### config.mk
export PLATFORM = sky130hd
export DESIGN_NAME = m_lsu
export DESIGN_NICKNAME = d
export VERILOG_FILES = /design/src/rtl/m_lsu_pkg.sv /design/src/rtl/m_lsu_ext.sv /design/src/rtl/m_lsu.sv
export SDC_FILE = /design/constraint.sdc
export NUM_CORES = 1
export LEC_CHECK = 0
export CAP_MARGIN = 20
export CELL_PAD_IN_SITES_DETAIL_PLACEMENT = 1
export CELL_PAD_IN_SITES_GLOBAL_PLACEMENT = 1
export CORE_MARGIN = 5
export CORE_UTILIZATION = 32
export CTS_CLUSTER_DIAMETER = 60
export DETAILED_ROUTE_END_ITERATION = 8
export PLACE_DENSITY_LB_ADDON = 0.1
export SYNTH_ARGS = -nofsm -noshare
export SYNTH_HDL_FRONTEND = slang
export SYNTH_SLANG_ARGS = --single-unit
export TNS_END_PERCENT = 20
### constraint.sdc
create_clock -name clk -period 5.14 [get_ports clk]
set_clock_uncertainty 0.2 [all_clocks]
set_input_delay 0.514 -clock clk [delete_from_list [all_inputs] [get_ports clk]]
set_output_delay 0.514 -clock clk [all_outputs]
set_load 0.01 [all_outputs]
### src/rtl/m_lsu_pkg.sv
// Shared definitions for the load/store unit: op encoding, FSM states and
// alignment helpers used at request acceptance.
package m_lsu_pkg;

  localparam logic [2:0] OP_LW  = 3'd0;
  localparam logic [2:0] OP_LB  = 3'd1;
  localparam logic [2:0] OP_LBU = 3'd2;
  localparam logic [2:0] OP_LH  = 3'd3;
  localparam logic [2:0] OP_LHU = 3'd4;
  localparam logic [2:0] OP_SW  = 3'd5;
  localparam logic [2:0] OP_SB  = 3'd6;
  localparam logic [2:0] OP_SH  = 3'd7;

  // Address bits that must be zero for word and halfword accesses.
  localparam logic [1:0] MASK_WORD = 2'b11;
  localparam logic [1:0] MASK_HALF = 2'b01;

  typedef enum logic [1:0] {
    S_IDLE = 2'd0,
    S_ACC0 = 2'd1,
    S_ACC1 = 2'd2,
    S_RESP = 2'd3
  } lsu_state_e;

  function automatic logic is_store(input logic [2:0] op);
    return (op == OP_SW) || (op == OP_SB) || (op == OP_SH);
  endfunction

  function automatic logic is_half(input logic [2:0] op);
    return (op == OP_LH) || (op == OP_LHU) || (op == OP_SH);
  endfunction

  function automatic logic is_misaligned(input logic [2:0] op, input logic [1:0] lsb);
    logic bad;
    bad = 1'b0;
    if (op == OP_LW || op == OP_SW) bad = |(lsb & MASK_WORD);
    else if (is_half(op))           bad = |(lsb & MASK_HALF);
    return bad;
  endfunction

endpackage

### src/rtl/m_lsu_ext.sv
// Load extender: builds the 32-bit load result from the captured word or the
// low/high bytes; stores and unknown ops yield zero.
module m_lsu_ext
  import m_lsu_pkg::*;
(
  input  logic [2:0]  op,
  input  logic [7:0]  lo,
  input  logic [7:0]  hi,
  input  logic [31:0] word,
  output logic [31:0] data
);

  always_comb begin
    data = 32'd0;
    case (op)
      OP_LW:   data = word;
      OP_LB:   data = {{24{lo[7]}}, lo};
      OP_LBU:  data = {24'd0, lo};
      OP_LH:   data = {{16{hi[7]}}, hi, lo};
      OP_LHU:  data = {16'd0, hi, lo};
      default: data = 32'd0;
    endcase
  end

endmodule

### src/rtl/m_lsu.sv
// Load/store unit: one request at a time over valid/ready, halfwords split
// into two byte accesses, one response pulse per accepted request.
module m_lsu
  import m_lsu_pkg::*;
#(
  parameter int ADDR_WIDTH = 14
) (
  input  logic        clk,
  input  logic        reset,
  input  logic        req_valid,
  output logic        req_ready,
  input  logic [2:0]  req_op,
  input  logic [31:0] req_addr,
  input  logic [31:0] req_wdata,
  input  logic [31:0] req_pc,
  output logic        resp_valid,
  output logic [31:0] resp_data,
  output logic        resp_err,
  output logic        dm_we,
  output logic        dm_byte,
  output logic [31:0] dm_addr,
  output logic [31:0] dm_wd,
  input  logic [31:0] dm_rd,
  output logic [31:0] dm_pc,
  output logic [1:0]  dbg_state
);

  // Handshake: a request transfers on a rising edge where req_valid && req_ready;
  // req_ready is high only in IDLE outside reset, and responses cannot be stalled.

  lsu_state_e  state_q, state_d;
  logic [2:0]  op_q;
  logic [31:0] addr_q, wdata_q, pc_q, rd_q;
  logic [7:0]  hi_q;
  logic        err_q;
  logic        accept, req_err;
  logic [31:0] ext_data;

  assign req_ready = (state_q == S_IDLE) && !reset;
  assign accept    = req_valid && req_ready;
  assign req_err   = is_misaligned(req_op, req_addr[1:0]) || ((req_addr >> ADDR_WIDTH) != 32'd0);
  assign dm_pc     = pc_q;
  assign dbg_state = state_q;

  always_ff @(posedge clk) begin
    if (reset) begin
      state_q <= S_IDLE;
      op_q    <= OP_LW;
      addr_q  <= 32'd0;
      wdata_q <= 32'd0;
      pc_q    <= 32'd0;
      err_q   <= 1'b0;
      rd_q    <= 32'd0;
      hi_q    <= 8'd0;
    end else begin
      state_q <= state_d;
      if (accept) begin
        op_q    <= req_op;
        addr_q  <= req_addr;
        wdata_q <= req_wdata;
        pc_q    <= req_pc;
        err_q   <= req_err;
      end
      if (state_q == S_ACC0 && !is_store(op_q))
        rd_q <= (op_q == OP_LW) ? dm_rd : {24'd0, dm_rd[7:0]};
      if (state_q == S_ACC1 && !is_store(op_q))
        hi_q <= dm_rd[7:0];
    end
  end

  always_comb begin
    state_d    = state_q;
    dm_we      = 1'b0;
    dm_byte    = 1'b0;
    dm_addr    = 32'd0;
    dm_wd      = 32'd0;
    resp_valid = 1'b0;
    case (state_q)
      S_IDLE: if (accept) state_d = req_err ? S_RESP : S_ACC0;
      S_ACC0: begin
        dm_addr = addr_q;
        dm_byte = (op_q != OP_LW) && (op_q != OP_SW);
        dm_we   = is_store(op_q);
        if (op_q == OP_SW)       dm_wd = wdata_q;
        else if (is_store(op_q)) dm_wd = {24'd0, wdata_q[7:0]};
        state_d = is_half(op_q) ? S_ACC1 : S_RESP;
      end
      S_ACC1: begin
        dm_addr = addr_q + 32'd1;
        dm_byte = 1'b1;
        if (op_q == OP_SH) begin
          dm_we = 1'b1;
          dm_wd = {24'd0, wdata_q[15:8]};
        end
        state_d = S_RESP;
      end
      S_RESP: begin
        resp_valid = 1'b1;
        state_d    = S_IDLE;
      end
      default: state_d = S_IDLE;
    endcase
    // Reset wins immediately: a request caught mid-flight must not write or respond.
    if (reset) begin
      dm_we      = 1'b0;
      dm_byte    = 1'b0;
      dm_addr    = 32'd0;
      dm_wd      = 32'd0;
      resp_valid = 1'b0;
    end
  end

  m_lsu_ext u_ext (
    .op   (op_q),
    .lo   (rd_q[7:0]),
    .hi   (hi_q),
    .word (rd_q),
    .data (ext_data)
  );

  assign resp_data = (resp_valid && !err_q) ? ext_data : 32'd0;
  assign resp_err  = resp_valid && err_q;

endmodule
Yosys cells after proc, flatten, opt, wreduce, memory -nomap -nowiden
Index checks and enable logic that the tools add are counted.

word-level totals
  bits of input ports = 134
  word-level logic and storage cells = 72
  bits in registers = 142

operators by class
  $add $sub $neg = 1
  equal/unequal tests = 16
  reduce and logical (&&, ||, !) cells = 24
  muxes and demuxes = 23

operator list
  kind                     count
  $mux W32                 5
  $pmux W32 S5             1
  $pmux W32 S2             2
  $add A32 B1 Y32 const B  1
  $reduce_bool A32 Y1      1
  $eq A3 B3 Y1 const B     7
  $mux W8                  2
  $eq A3 B2 Y1 const B     3
  $logic_or A1 B1 Y1       8
  $mux W1                  8
  $pmux W2 S4              1
  $logic_and A1 B1 Y1      7
  $logic_not A3 Y1         2
  $eq A2 B2 Y1 const B     2
  $mux W2                  2
  $pmux W1 S2              2
  $eq A3 B1 Y1 const B     1
  $logic_not A1 Y1         3
  $ne A3 B3 Y1 const B     1
  $reduce_bool A3 Y1       1
  $eq A2 B1 Y1 const B     1
  $logic_not A2 Y1         1
  $ne A2 B2 Y1 const B     1
  $reduce_or A2 Y1         1

Longest topological paths before layout
  depth in word-level cells = 9
  gate-level depth with buffers = 8
  mapped depth without buffers = 7

Hierarchy
Synthesis repeated with hierarchy kept, for this count alone.

unflattened totals
  cells, all modules = 1005
  area, all modules = 7489.7 um^2

modules (own cells, without submodules)
  module     seq. area each (um^2)  times used  area an instance (um^2)  cells an instance
  m_lsu      2842.7                 1           6612.6                   899
  m_lsu_ext  0.0                    1           877.1                    106

Worst setup path before layout
Ideal clock, no wire load.

  path type = flip-flop to output port
  from = register state_q[0] (netlist: dbg_state[0])
  to = output port dm_addr[19]
  arrival = 1.956 ns
  stages on the path, launching flop included = 8
  path buffers = 1
  slack = 2.470 ns
  cells stage by stage = dfxtp_1 inv_1 ha_1 nand2_1 nor2_1 clkbuf_1 nand3_1 o21ai_0

between the ends
  word-level cells in the longest chain between the ends = 3

ends and longest elaborated chain
  element                                       line          RTL
  start, declared                               m_lsu.sv:31   lsu_state_e state_q, state_d;
  start signal, assigned                        m_lsu.sv:56   state_q <= state_d;
  $eq A2 B2 Y1 or $eq A2 B1 Y1 (tied branches)  m_lsu.sv:78   case (state_q)
  $pmux W32 S2 (*)                              m_lsu.sv:78
  $mux W32 (*)                                  m_lsu.sv:104  if (reset) begin
  end, declared                                 m_lsu.sv:21   output logic [31:0] dm_addr,

Every way passes the cells marked *; elsewhere a longest branch is shown, timed or not.

Final worst setup path
  from = register state_q[0] (netlist: dbg_state[0])
  to = output port dm_addr[15]

The elaborated chain is that of the path after synthesis.

==> impl_metrics.py <==
metrics = {
    "status": {
        "status": "completed",
    },
    "setup_path": {
        "path_max_fanout": 19,
        "arrival_ns": 3.35,
        "worst_setup_path_start_kind": "register",
        "cpPeakStageDelay_ns": 0.65,
        "end_kind": "output pin",
        "crit_chain": "inv_1 -> ha_1 -> inv_1 -> nor2_1 -> buf_4 -> o21ai_0 -> a31oi_1 -> clkdlybuf4s50_1",
        "crit_family": "buffers and inverters",
        "cpMaxStageDelayCell": "ha_1",
        "crit_required_ns": 4.43,
        "cp_num_buf_inv": 4,
        "cp_common_cell": "inv_1",
        "path_class": "reg2out",
    },
    "detailed_routing": {
        "antenna_left": 0,
        "first_pass_iters": 4,
        "avgViaCountPerCell": 5.08,
        "wl_per_cell_microns": 17.5,
        "drc": 0,
        "drtIter0Drc": 388,
        "route.vias.total": 7399,
        "routed_wl_microns": 25500,
    },
    "logic_synthesis": {
        "synthXorXnorAreaFrac_pct": 0.130,
        "synth-compound-area-share_pct": 14.3,
        "synth.most_common_cell": "nand2_1",
        "synthSimpleGateAreaFrac_pct": 37.0,
        "synth_top_family_by_area": "simple AND/OR/NAND/NOR gates",
        "synth.area.mux_share_pct": 0.316,
        "synth_ff_type": "dfxtp_1",
        "synth_area_sq_mm": 0.00672,
        "synth_seq_area_share_pct": 42.3,
        "syn_area_per_cell_sq_um": 7.15,
        "yosysWarnings": 0,
        "synth_top_area_share_pct": 42.3,
        "netlist_instances": 941,
        "synth_edf_count": 0,
        "yosys-top-cells-area": "dfxtp_1 42%, nand2_1 15%, nand3_1 9.2%",
        "synth-seq-cells": 142,
        "synthAdderAreaFrac_pct": 1.12,
        "synth_nets": 1081,
        "ys_top_cells_by_count": "270 x nand2_1, 142 x dfxtp_1, 124 x nand3_1, 59 x clkbuf_1, 59 x nor2_1",
        "synth.distinct_cells": 41,
        "synth_area_leader_cell": "dfxtp_1",
        "synthArstFlopShare_pct": 0,
    },
    "power": {
        "p_total_mw": 3.79,
        "peakVddDrop_v": 0.000234,
        "power.leakage_nw": 3.94,
        "p_per_area_mw_per_mm2": 372,
    },
    "clocking": {
        "clk_path_buf_depth": 2,
        "clk_pin_slew_ns": 0.06,
        "cts.sinks": 142,
        "cts_setup_buffers": 0,
        "clockRootBuffer": "clkbuf_16",
        "cts_tree": "yes",
        "cts_hold_buffers": 0,
        "worstSkewPairLatency_ns": 0.42,
        "htreeDepth": 4,
        "cts_buffers": 17,
        "ctsResizeCount": 0,
    },
    "floorplanning": {
        "start_util_pct": 32.3,
        "core_sq_mm": 0.0208,
        "fp.dieH_microns": 155,
        "num_rows": 53,
        "boundaryPins": 269,
        "fp.dieW_microns": 155,
        "die-area_sq_mm": 0.0240,
    },
    "sta": {
        "finalCritPeriodShare_pct": 79.2,
        "hold_viol_final": 0,
        "slew_violations": 0,
        "period_needed_ns": 4.07,
        "slew_headroom_pct": 30.4,
        "setup_viol": 0,
        "worst_pin_slew_ns": 1.04,
        "rsz0062_at_grt": "no",
        "fmax_ghz": 0.246,
        "totalNegativeSetupSlack_ns": 0,
    },
    "finish": {
        "instances_no_fill": 1457,
        "drive_gt1_share_pct": 4.57,
        "fill_cells": 2580,
        "syn2layout_area_growth_pct": 51.8,
        "finalNetCount": 1308,
    },
    "place": {
        "io_buffers": 268,
        "dp_cells": 1423,
        "place_congestion": 0.779,
        "place_hpwl_microns": 17600,
    },
    "grt": {
        "grt_usage_pct": 20.8,
        "grt_pass1_wl_microns": 40900,
        "antenna_found_initial": 1,
        "grt_max_degree": 102,
        "overflow": 0,
        "first_global_vias": 7517,
    },
    "hold_path": {
        "hold_path.class": "reg2reg",
    },
    "run": {
        "cap_violations": 0,
    },
}
[cell families (layout without fill, tap and decap cells)]
kind of cell             Yosys count  after routing
AO/OA/AOI/OAI                    156            156
XOR/XNOR                           1              1
adder cells (fa/ha/maj)            6              6
buffers and inverters             85            325
flip-flops                       142            142
multiplexers                       2              2
other                              0              1
AND/OR/NAND/NOR                  549            549
[through the flow]
| stage | area [sq um] | worst slack [ns] | util (%) | hold WS (ns) |
|---|---|---|---|---|
| final | 10200 | 1.07 | 49.0 | 0.250 |
| after global routing | 10200 | 0.752 | 49.0 | 0.272 |
| after floorplan | 6720 | 2.47 | - | 0.229 |
| after CTS | 10200 | 1.04 | 48.9 | 0.252 |
| after global placement | 9590 | 1.48 | 46.1 | 0.238 |
| after detailed placement | 9620 | 1.36 | 46.2 | 0.243 |
[state kept, by name, indices dropped and copies added, names as in the netlist]
register,cells
wdata_q,32
err_q,1
rd_q,32
addr_q,32
dbg_state,2
dm_pc,32
hi_q,8
op_q,3
[placed cells by master, fill, tap and decap left out, types with 9 or more instances in the layout]
cell	count
a31oi_1	11
a21oi_1	52
o21ai_0	35
a221oi_1	9
nand2_1	270
dfxtp_1	142
and2_1	38
a22oi_1	33
clkdlybuf4s50_1	268
clkbuf_16	17
nand4_1	14
buf_4	13
nor2_1	59
nand3_1	124
[area by class of cell]
cell class	count	area, sq um	area share (%)
multi-input combinational	714	3570	34.9
timing repair buffer	284	2860	28.0
sequential	142	2840	27.8
clock buffer	19	433	4.24
tap	275	344	3.37
clock inverter	13	128	1.25
inverter	9	35.0	0.343
antenna	1	2.50	0.0245
[power breakdown]
| part | switching (mW) | internal, mW |
|---|---|---|
| logic | 0.613 | 0.466 |
| registers | 0.188 | 1.32 |
| clock network | 0.527 | 0.675 |
[final timing paths]
kind,from,endpoint,slack (ns),cells after the start
worst min register to register,wdata_q[23],wdata_q[23],0.25,2
worst max register to register,dbg_state[0],dbg_state[0],2.55,6
worst min-delay path,wdata_q[23],wdata_q[23],0.25,2
worst max-delay path,dbg_state[0],dm_addr[15],1.07,8
[worst register-to-register path, stage by stage (launching register included)]
cell and delay [ns]:
dfxtp_1 0.35, inv_1 0.16, ha_1 0.24, nand3b_1 0.72, nand2_1 0.41, o21ai_0 0.14
a221oi_1 0.28
[layer usage]
layer | wire length, microns | up-vias | track usage, %
li1 | - | 3670 | -
met4 | 342 | 0 | 5.51
met1 | 11100 | 3499 | 26.2
met3 | 2470 | 25 | 8.12
met5 | 0 | - | 0
met2 | 11700 | 205 | 33.6
No activity file was read; power rests on OpenSTA's default activity.
